### src/rtl/riscv_pkg.sv
// Shared RISC-V core definitions: opcodes, branch func3 codes and
// the PC sequencer state type.
package riscv_pkg;

    localparam logic [6:0] OP_BRANCH = 7'b1100011;
    localparam logic [6:0] OP_JAL    = 7'b1101111;
    localparam logic [6:0] OP_JALR   = 7'b1100111;

    localparam logic [2:0] F3_BEQ  = 3'b000;
    localparam logic [2:0] F3_BNE  = 3'b001;
    localparam logic [2:0] F3_BLT  = 3'b100;
    localparam logic [2:0] F3_BGE  = 3'b101;
    localparam logic [2:0] F3_BLTU = 3'b110;
    localparam logic [2:0] F3_BGEU = 3'b111;

    typedef enum logic {
        ST_RUN  = 1'b0,
        ST_TRAP = 1'b1
    } pcseq_state_t;

endpackage

### src/rtl/branch_cmp.sv
// Branch condition evaluator: signed/unsigned compares selected by func3.
// Reserved func3 codes (010/011) yield a false condition.
module branch_cmp
    import riscv_pkg::*;
#(
    parameter int XLEN = 32
) (
    input  logic [2:0]      func3,
    input  logic [XLEN-1:0] rs1v,
    input  logic [XLEN-1:0] rs2v,
    output logic            cond
);

    logic eq;
    logic lt_s;
    logic lt_u;

    assign eq   = (rs1v == rs2v);
    assign lt_s = ($signed(rs1v) < $signed(rs2v));
    assign lt_u = (rs1v < rs2v);

    always_comb begin
        cond = 1'b0;
        case (func3)
            F3_BEQ:  cond = eq;
            F3_BNE:  cond = !eq;
            F3_BLT:  cond = lt_s;
            F3_BGE:  cond = !lt_s;
            F3_BLTU: cond = lt_u;
            F3_BGEU: cond = !lt_u;
            default: cond = 1'b0;
        endcase
    end

endmodule

### src/rtl/pc_sequencer.sv
// Program-counter sequencer for the multi-cycle core: resolves control
// transfers, traps on misaligned targets and counts taken transfers.
module pc_sequencer
    import riscv_pkg::*;
#(
    parameter int              XLEN         = 32,
    parameter logic [XLEN-1:0] RESET_VECTOR = '0,
    parameter logic [XLEN-1:0] TRAP_VECTOR  = 32'h0000_0100,
    parameter int              IALIGN       = 4,
    parameter int              CNT_W        = 16
) (
    input  logic             clk,
    input  logic             rst,
    input  logic             pc_update,
    input  logic [6:0]       opcode,
    input  logic [2:0]       func3,
    input  logic [XLEN-1:0]  rs1v,
    input  logic [XLEN-1:0]  rs2v,
    input  logic [XLEN-1:0]  target,
    input  logic             trap_ack,
    output logic [XLEN-1:0]  pc,
    output logic [XLEN-1:0]  pc_plus_inc,
    output logic             taken,
    output logic             trap_pending,
    output logic [XLEN-1:0]  fault_pc,
    output logic [XLEN-1:0]  fault_target,
    output logic [CNT_W-1:0] taken_count
);

    generate
        if (IALIGN != 2 && IALIGN != 4) begin : g_bad_ialign
            $error("pc_sequencer: IALIGN must be 2 or 4");
        end
    endgenerate

    pcseq_state_t     state_q, state_d;
    logic [XLEN-1:0]  pc_q, pc_d;
    logic [XLEN-1:0]  fpc_q, fpc_d;
    logic [XLEN-1:0]  ftgt_q, ftgt_d;
    logic [CNT_W-1:0] cnt_q, cnt_d;

    logic             cond;
    logic [XLEN-1:0]  eff_tgt;
    logic             misaligned;

    branch_cmp #(
        .XLEN (XLEN)
    ) u_cmp (
        .func3 (func3),
        .rs1v  (rs1v),
        .rs2v  (rs2v),
        .cond  (cond)
    );

    always_comb begin
        taken = 1'b0;
        case (opcode)
            OP_BRANCH:      taken = cond;
            OP_JAL,
            OP_JALR:        taken = 1'b1;
            default:        taken = 1'b0;
        endcase
    end

    // JALR clears bit 0 of the computed target before use.
    assign eff_tgt = (opcode == OP_JALR) ?
                     {target[XLEN-1:1], 1'b0} : target;

    always_comb begin
        misaligned = 1'b0;
        if (taken) begin
            if (IALIGN == 4) begin
                misaligned = (eff_tgt[1:0] != 2'b00);
            end else begin
                misaligned = eff_tgt[0];
            end
        end
    end

    assign pc_plus_inc = pc_q + XLEN'(4);

    always_comb begin
        state_d = state_q;
        pc_d    = pc_q;
        fpc_d   = fpc_q;
        ftgt_d  = ftgt_q;
        cnt_d   = cnt_q;
        case (state_q)
            ST_RUN: begin
                if (pc_update) begin
                    if (!taken) begin
                        pc_d = pc_plus_inc;
                    end else if (misaligned) begin
                        pc_d    = TRAP_VECTOR;
                        fpc_d   = pc_q;
                        ftgt_d  = eff_tgt;
                        state_d = ST_TRAP;
                    end else begin
                        pc_d  = eff_tgt;
                        cnt_d = cnt_q + CNT_W'(1);
                    end
                end
            end
            ST_TRAP: begin
                // PC is frozen until the controller acknowledges.
                if (trap_ack) begin
                    state_d = ST_RUN;
                end
            end
            default: state_d = ST_RUN;
        endcase
    end

    always_ff @(posedge clk) begin
        if (rst) begin
            state_q <= ST_RUN;
            pc_q    <= RESET_VECTOR;
            fpc_q   <= '0;
            ftgt_q  <= '0;
            cnt_q   <= '0;
        end else begin
            state_q <= state_d;
            pc_q    <= pc_d;
            fpc_q   <= fpc_d;
            ftgt_q  <= ftgt_d;
            cnt_q   <= cnt_d;
        end
    end

    assign pc           = pc_q;
    assign trap_pending = (state_q == ST_TRAP);
    assign fault_pc     = fpc_q;
    assign fault_target = ftgt_q;
    assign taken_count  = cnt_q;

endmodule

### config.mk
export PLATFORM = sky130hd
export DESIGN_NAME = pc_sequencer
export DESIGN_NICKNAME = d
export VERILOG_FILES = /design/src/rtl/riscv_pkg.sv /design/src/rtl/branch_cmp.sv /design/src/rtl/pc_sequencer.sv
export SDC_FILE = /design/constraint.sdc
export NUM_CORES = 1
export LEC_CHECK = 0
export BUFFER_PORTS_ARGS = -buffer_cell sky130_fd_sc_hd__buf_2
export CAP_MARGIN = 5
export CORE_ASPECT_RATIO = 1.2
export CORE_MARGIN = 2
export CORE_UTILIZATION = 45
export CTS_BUF_LIST = sky130_fd_sc_hd__clkbuf_4
export DETAILED_ROUTE_END_ITERATION = 7
export PLACE_DENSITY = 0.84
export SLEW_MARGIN = 20
export SYNTH_ARGS = -nofsm -noshare
export SYNTH_HDL_FRONTEND = slang
export SYNTH_SLANG_ARGS = --single-unit
export TNS_END_PERCENT = 50
### constraint.sdc
create_clock -name clk -period 2.5 [get_ports clk]
set_input_delay 0.125 -clock clk [delete_from_list [all_inputs] [get_ports clk]]
set_output_delay 0.125 -clock clk [all_outputs]
set_load 0.01 [all_outputs]
# Yosys cells after proc, flatten, opt, wreduce, memory -nomap -nowiden
# Cells that the tools add are included.
classes:
  addsub: 2
  mul: 0
  div: 0
  n_lt_le_gt_ge: 2
  eq_ne: 9
  shifts: 0
  muxes: 11
  bitwise_logic: 2
  reduce_logical: 9
ops:
  columns: ["cell", "count"]
  rows:
  - ["$lt 32x32->1", 2]
  - ["$mux 32", 2]
  - ["$add 32x3->32 const B", 1]
  - ["$eq 32x32->1", 1]
  - ["$eq 7x7->1 const B", 3]
  - ["$add 16x1->16 const B", 1]
  - ["$eq 3x3->1 const B", 4]
  - ["$reduce_and 4->1", 2]
  - ["$mux 1", 6]
  - ["$pmux 1 s6", 1]
  - ["$pmux 1 s2", 2]
  - ["$eq 3x1->1 const B", 1]
  - ["$logic_not 1->1", 3]
  - ["$logic_not 3->1", 1]
  - ["$not 1->1", 2]
  - ["$reduce_and 2->1", 1]
  - ["$reduce_bool 2->1", 1]
  - ["$reduce_or 2->1", 1]
totals:
  ff_bits: 113
  latch_bits: 0
  mem_bits_rw: 0
  rom_bits: 0
  in_bits: 110
  output_inout_bits: 146
  n_memories: 0

# Logic depth before layout (Yosys ltp)
depth:
  word_depth: 9
  ltp_mapped: 13

# Hierarchy
# A second synthesis with hierarchy kept.
unflattened:
  hier_cells: 785
  area_unflattened_um2: 6123.4
by_module_without_submodules:
  columns: ["mod", "instances", "cells_each", "area_each_um2", "seq_area_each_um2"]
  rows:
  - ["pc_sequencer", 1, 665, 5258.8, 2262.2]
  - ["branch_cmp", 1, 120, 864.6, 0.0]

# Worst setup path after synthesis
# OpenSTA, ideal clock, no wires.
synth_timing:
  path_kind: "input to register"
  startpoint: "input port rs2v[14]"
  endpoint: "register fpc_q[6], in the netlist fault_pc[6]"
  setup_ns: 0.128
  t_arrival_ns: 2.481
  required_ns: 2.372
  setup_slack_ns: -0.109
  cell_stages: 13
  n_path_buf: 2
  path_cell_list: "inv_1 > ha_1 > a21oi_1 > nand2_1 > a221o_1 > o31a_1 > or3_4 > a31o_4 > and3_1 > buf_6 > buf_6 > mux2i_1 > nor2_1"
synth_between:
  elab_chain_len: 6
  word_cells_on_any_way: 10
  classes_between: "order compare (2); eq/ne (1); mux (3); reduce/logical (4)"
synth_lines:
  columns: ["element", "line", "text"]
  rows:
  - ["from (decl)", "pc_sequencer.sv:18", "input logic [XLEN-1:0] rs2v,"]
  - ["$lt 32x32->1, or another cell as far along", "branch_cmp.sv:20", "assign lt_u = (rs1v < rs2v);"]
  - ["$logic_not 1->1, on equally long branches", "branch_cmp.sv:30, branch_cmp.sv:26, branch_cmp.sv:28", null]
  - ["$pmux 1 s6 *", "branch_cmp.sv:24", "case (func3)"]
  - ["$pmux 1 s2 *", "pc_sequencer.sv:57", "case (opcode)"]
  - ["$mux 1", "pc_sequencer.sv:71", "if (taken) begin"]
  - ["$reduce_and 4->1 (no source line) *", null, null]
  - ["to (signal assigned)", "pc_sequencer.sv:124", "fpc_q <= fpc_d;"]
  - ["to (decl)", "pc_sequencer.sv:38", "logic [XLEN-1:0] fpc_q, fpc_d;"]
# Every way passes the cells marked *; elsewhere a longest branch is shown, timed or not.
# A chain may end at the register's enable or synchronous reset.

# Worst setup path in the final report
layout_timing:
  startpoint: "register pc_q[19], in the netlist pc[19]"
  endpoint: "output port pc_plus_inc[28]"
layout_between:
  elab_chain_len: 1
layout_lines:
  columns: ["element", "line", "text"]
  rows:
  - ["from (decl)", "pc_sequencer.sv:37", "logic [XLEN-1:0] pc_q, pc_d;"]
  - ["from (signal assigned)", "pc_sequencer.sv:123", "pc_q <= pc_d;"]
  - ["$add 32x3->32", "pc_sequencer.sv:80", "assign pc_plus_inc = pc_q + XLEN'(4);"]
  - ["to (decl)", "pc_sequencer.sv:22", "output logic [XLEN-1:0] pc_plus_inc,"]
# Every way passes these cells.

==> results.md <==
- From left edge to right edge, the die measures 109 um.
- The post-route cell area is roughly 8600 um^2.
- The worst-case clock buffer depth is 2.
- The worst-case IR drop observed on VDD is 0.291 mV.
- The leading register cell type out of synthesis is dfxtp_1.
- The worst hold path belongs to the class input port to flip-flop.
- The pin count of the biggest net entering global routing is 68.
- The tightest hold path in the finished design has a slack of approximately 0.13 ns.
- The number of nets with antenna violations after routing is 0.
- During synthesis, Yosys emitted a total of 0 warnings.
- Setup violations remaining at the end of the flow were counted as 2.
- The number of global-route vias before repair came to 6,056.
- Data on the critical path arrives at its endpoint at roughly 2.4 ns.
- The type of the worst setup path is flip-flop to primary output.
- The number of standard cells after synthesis is about 700.
- The number of distinct library cells after synthesis is 56.
- Dividing the detail-routed wire length by the instance count gives 15.7 um.
- Setup repair after global routing could not meet its margin everywhere.
- The die footprint is about 14,000 um^2.
- The net count reported at finish is roughly 1.2k.
- Yosys mapped a number of flops with a built-in enable equal to 0.
- Traced cell by cell, the critical path runs through and4_4 -> nand4_1 -> nor2_2 -> buf_4 -> nand3_1 -> or2_4 -> buf_4 -> xnor2_1 -> buf_2.
- The number of max-slew violations in the final report is 0.
- The iteration count of the initial detailed-routing pass is 6.
- In this design, the stage delay of the slowest critical-path cell is 0.37 ns.
- In the post-route analysis, the smallest setup slack over all paths is -0.0441 ns.
- When the netlist entered floorplanning its net count stood at 841.
- For the pin with the worst max-slew slack, the measured transition is 0.735 ns.
- For this configuration, the core starts out at a cell density of between 40% and 50%.
- Static timing analysis puts the maximum clock frequency at about 390 MHz.
- The worst setup path is captured at a primary output.
- The cell type of the slowest stage on the worst timing path is dfxtp_4.
- Along the worst path, the maximum fanout reaches 3.
- At the later pin of the worst-skew pair, clock insertion delay measures 0.52 ns.
- Relative to the synthesized area, the layout overhead comes to 44.2%.
- The detailed-route via count is ~6.4k.
- The sum of routed wire length over all layers is 19,000 um.
- Cells fill between 60% and 70% of the core in the end.
- STA puts the critical path data required time at approximately 2.4 ns.
- Subtracting the final worst setup slack from the clock period gives ~2.5 ns.
- The number of clock buffers inserted by TritonCTS is 17.
- Prior to clock tree synthesis, the placed netlist has a worst setup slack of -0.373 ns.
- The number of ports placed on the die boundary is between 200 and 300.
- The part of the Yosys area used for sequential elements is between 30% and 40%.
- TritonCTS built the clock tree.
- The largest clock skew in the final design is 0.0208 ns.
- The area of placed instances is around 7600 um^2.
- Of all flip-flops after synthesis, the portion carrying an async set or reset was 0%.
- The starting DRC count in detailed routing is between 400 and 500.
- The global-route wire length before repair is roughly 29,000 um.
- The part of the cycle the worst path needs is 102%.
- In this run the core area contains 46 standard-cell rows.
- The final-report hold violation count came to 0.
- The total routing resource utilization after global routing is between 20% and 30%.
- The initial antenna violation count is 2.
- STA classifies the critical path startpoint as a flip-flop.
- The DRC violation count after routing is 0.
- The number of flip-flops and latches in the synthesized netlist is roughly 110.
- The HPWL after detailed placement is ~13,000 um.
- The global placement routability congestion is 0.824.
- The y dimension of the die is 130 um.
- The residual overflow from global routing is 0.
- The post-synthesis average cell area is about 8.6 um^2.
- The placeable core area is approximately 13,000 um^2.
- The run finished, with violations left.
- Once placement completed, the tool counted placed cells totaling between 1k and 1.5k.
- The combined area of all synthesized cells is about 6000 um^2.
- The number of I/O port buffers is roughly 260.
- The cell sitting at the root of the clock tree is a clkbuf_4.
- The finished layout holds ~1.2k standard cells, fillers aside.
- The tree built by TritonCTS fans out to approximately 110 sinks.
- The CTS H-tree depth is 4.
- Among the stages of the critical path, the cell type that occurs most often is buf_4.
- In this run the static leakage power is around 4.0 nW.
- The checks that failed: setup timing.
- The clock-pin slew of the registers on the worst-case setup and hold paths is between 0.1 and 0.15 ns.
- The number of max-cap violations is 0.
- The share of final-layout standard cells stronger than drive strength 1 is 37.5%.
- The average via count per standard cell is around 5.3.
- The total power divided by cell area is roughly 450 nW/um^2.
- The worst pin sits at a relative slew slack of 51.0%.
- For the final routed database, the setup TNS stands at -0.0649 ns.
- The design draws ~3.9 mW.
==> layer usage <==
metal	up-vias	GRT usage (%)	wire length, um
met4	0	10.2	508
met2	309	47.4	9810
met5	-	0	0
met3	40	6.09	1400
li1	3107	-	-
met1	2963	27.7	7240
==> path summary, 6_finish.rpt <==
| check | start | to | slack [ns] | cells after the start |
|---|---|---|---|---|
| hold reg to reg | fault_target[1]$_SDFFE_PP0P_ | fault_target[1]$_SDFFE_PP0P_ | 0.47 | 2 |
| setup / recovery | pc[19]$_SDFFE_PP0P_ | pc_plus_inc[28] | -0.04 | 9 |
| hold / removal | rst | fault_target[8]$_SDFFE_PP0P_ | 0.13 | 2 |
| setup reg to reg | pc[19]$_SDFFE_PP0P_ | pc[29]$_SDFFE_PP0P_ | 0.24 | 11 |
==> state kept, by name (all words and copies together) (netlist names) <==
signal / cells
fault_pc: 32
fault_target: 32
pc: 32
taken_count: 16
trap_pending: 1
==> layout by cell type (no fill, tap or decap), drive strengths merged, types with 3 or more instances in the layout <==
| cell | n |
|---|---|
| ha | 34 |
| dfxtp | 113 |
| nand2 | 60 |
| mux2i | 62 |
| o21ai | 20 |
| and3 | 9 |
| nor2 | 103 |
| nor4 | 3 |
| xor2 | 8 |
| or3 | 6 |
| a31oi | 4 |
| inv | 43 |
| o211ai | 5 |
| o31ai | 5 |
| nand2b | 3 |
| or4 | 4 |
| a21oi | 47 |
| a21boi | 3 |
| clkinv | 5 |
| dlygate4sd3 | 32 |
| a22oi | 20 |
| nand3 | 19 |
| and2 | 6 |
| a221oi | 5 |
| bufinv | 5 |
| nand4 | 13 |
| nor3 | 7 |
| clkbuf | 17 |
| or2 | 4 |
| buf | 317 |
| and4 | 5 |
| xnor2 | 23 |
| nor2b | 7 |
| clkinvlp | 3 |
==> Yosys cell counts, types with 3 or more instances <==
master	instances	area share, %
and4_1	5	0.73
nand3_1	19	1.6
nand2_1	60	3.8
xnor2_1	23	3.4
nor2_1	103	6.5
a22oi_1	20	2.5
and2_1	6	0.63
nand4_1	12	1.3
a221oi_1	5	0.73
clkbuf_1	23	1.4
nor3_1	6	0.50
a31oi_1	4	0.42
and3_1	9	0.94
dfxtp_1	113	38
buf_2	5	0.42
xor2_1	8	1.2
o211ai_1	4	0.50
nor2b_1	7	0.73
or4_1	4	0.50
o21ai_0	18	1.5
o31ai_1	5	0.63
ha_1	34	7.1
a21oi_1	47	3.9
buf_6	8	1.5
mux2i_1	62	10
or3_1	5	0.52
inv_1	41	2.6
buf_4	3	0.38
nand2b_1	3	0.31
==> cell type report <==
type / instances / area (um^2)
Clock inverter: 15 / 214
Tap cell: 168 / 210
Sequential cell: 113 / 2290
Antenna cell: 2 / 5.00
Inverter: 41 / 154
Clock buffer: 17 / 128
Fill cell: 987 / 4470
Multi-Input combinational cell: 504 / 3470
Timing Repair Buffer: 349 / 2120
==> cells by family (layout without fill, tap and decap cells) <==
logic type                 count (synthesis)  in the layout  share of synthesized area, %
and+or+nand+nor                          250            250                          19.7
AOI/OAI and AO/OA                        126            126                          13.7
DFF                                      113            113                          38.0
buffers and inverters                     80            422                          6.34
muxes                                     63             63                          10.6
adders and majority gates                 34             34                          7.14
xor gates and xnor gates                  31             31                          4.56
other                                      0              2                             0
==> worst max-delay path: cells and delay by family, from the launching register on <==
family / cells / cell delay [ns]
simple gates: 5 / 0.93
buf+inv: 3 / 0.44
flops: 1 / 0.37
xor+xnor: 1 / 0.14
==> where the power goes <==
group          total (mW)  internal, mW  switching (mW)
sequential           1.81          1.80         0.00715
clock                1.63         0.889           0.744
combinational       0.416         0.206           0.211
total                3.86          2.90           0.961
==> timing repair <==
action / in CTS / in global routing
buffers inserted: 13 / 6
setup endpoints to repair: 13 / 8
hold endpoints to repair: 62 / 0
hold buffers: 32 / 0
pin swaps: 8 / 7
gates resized for setup: 35 / 9
Note: power is estimated with default switching activity, not from simulation.
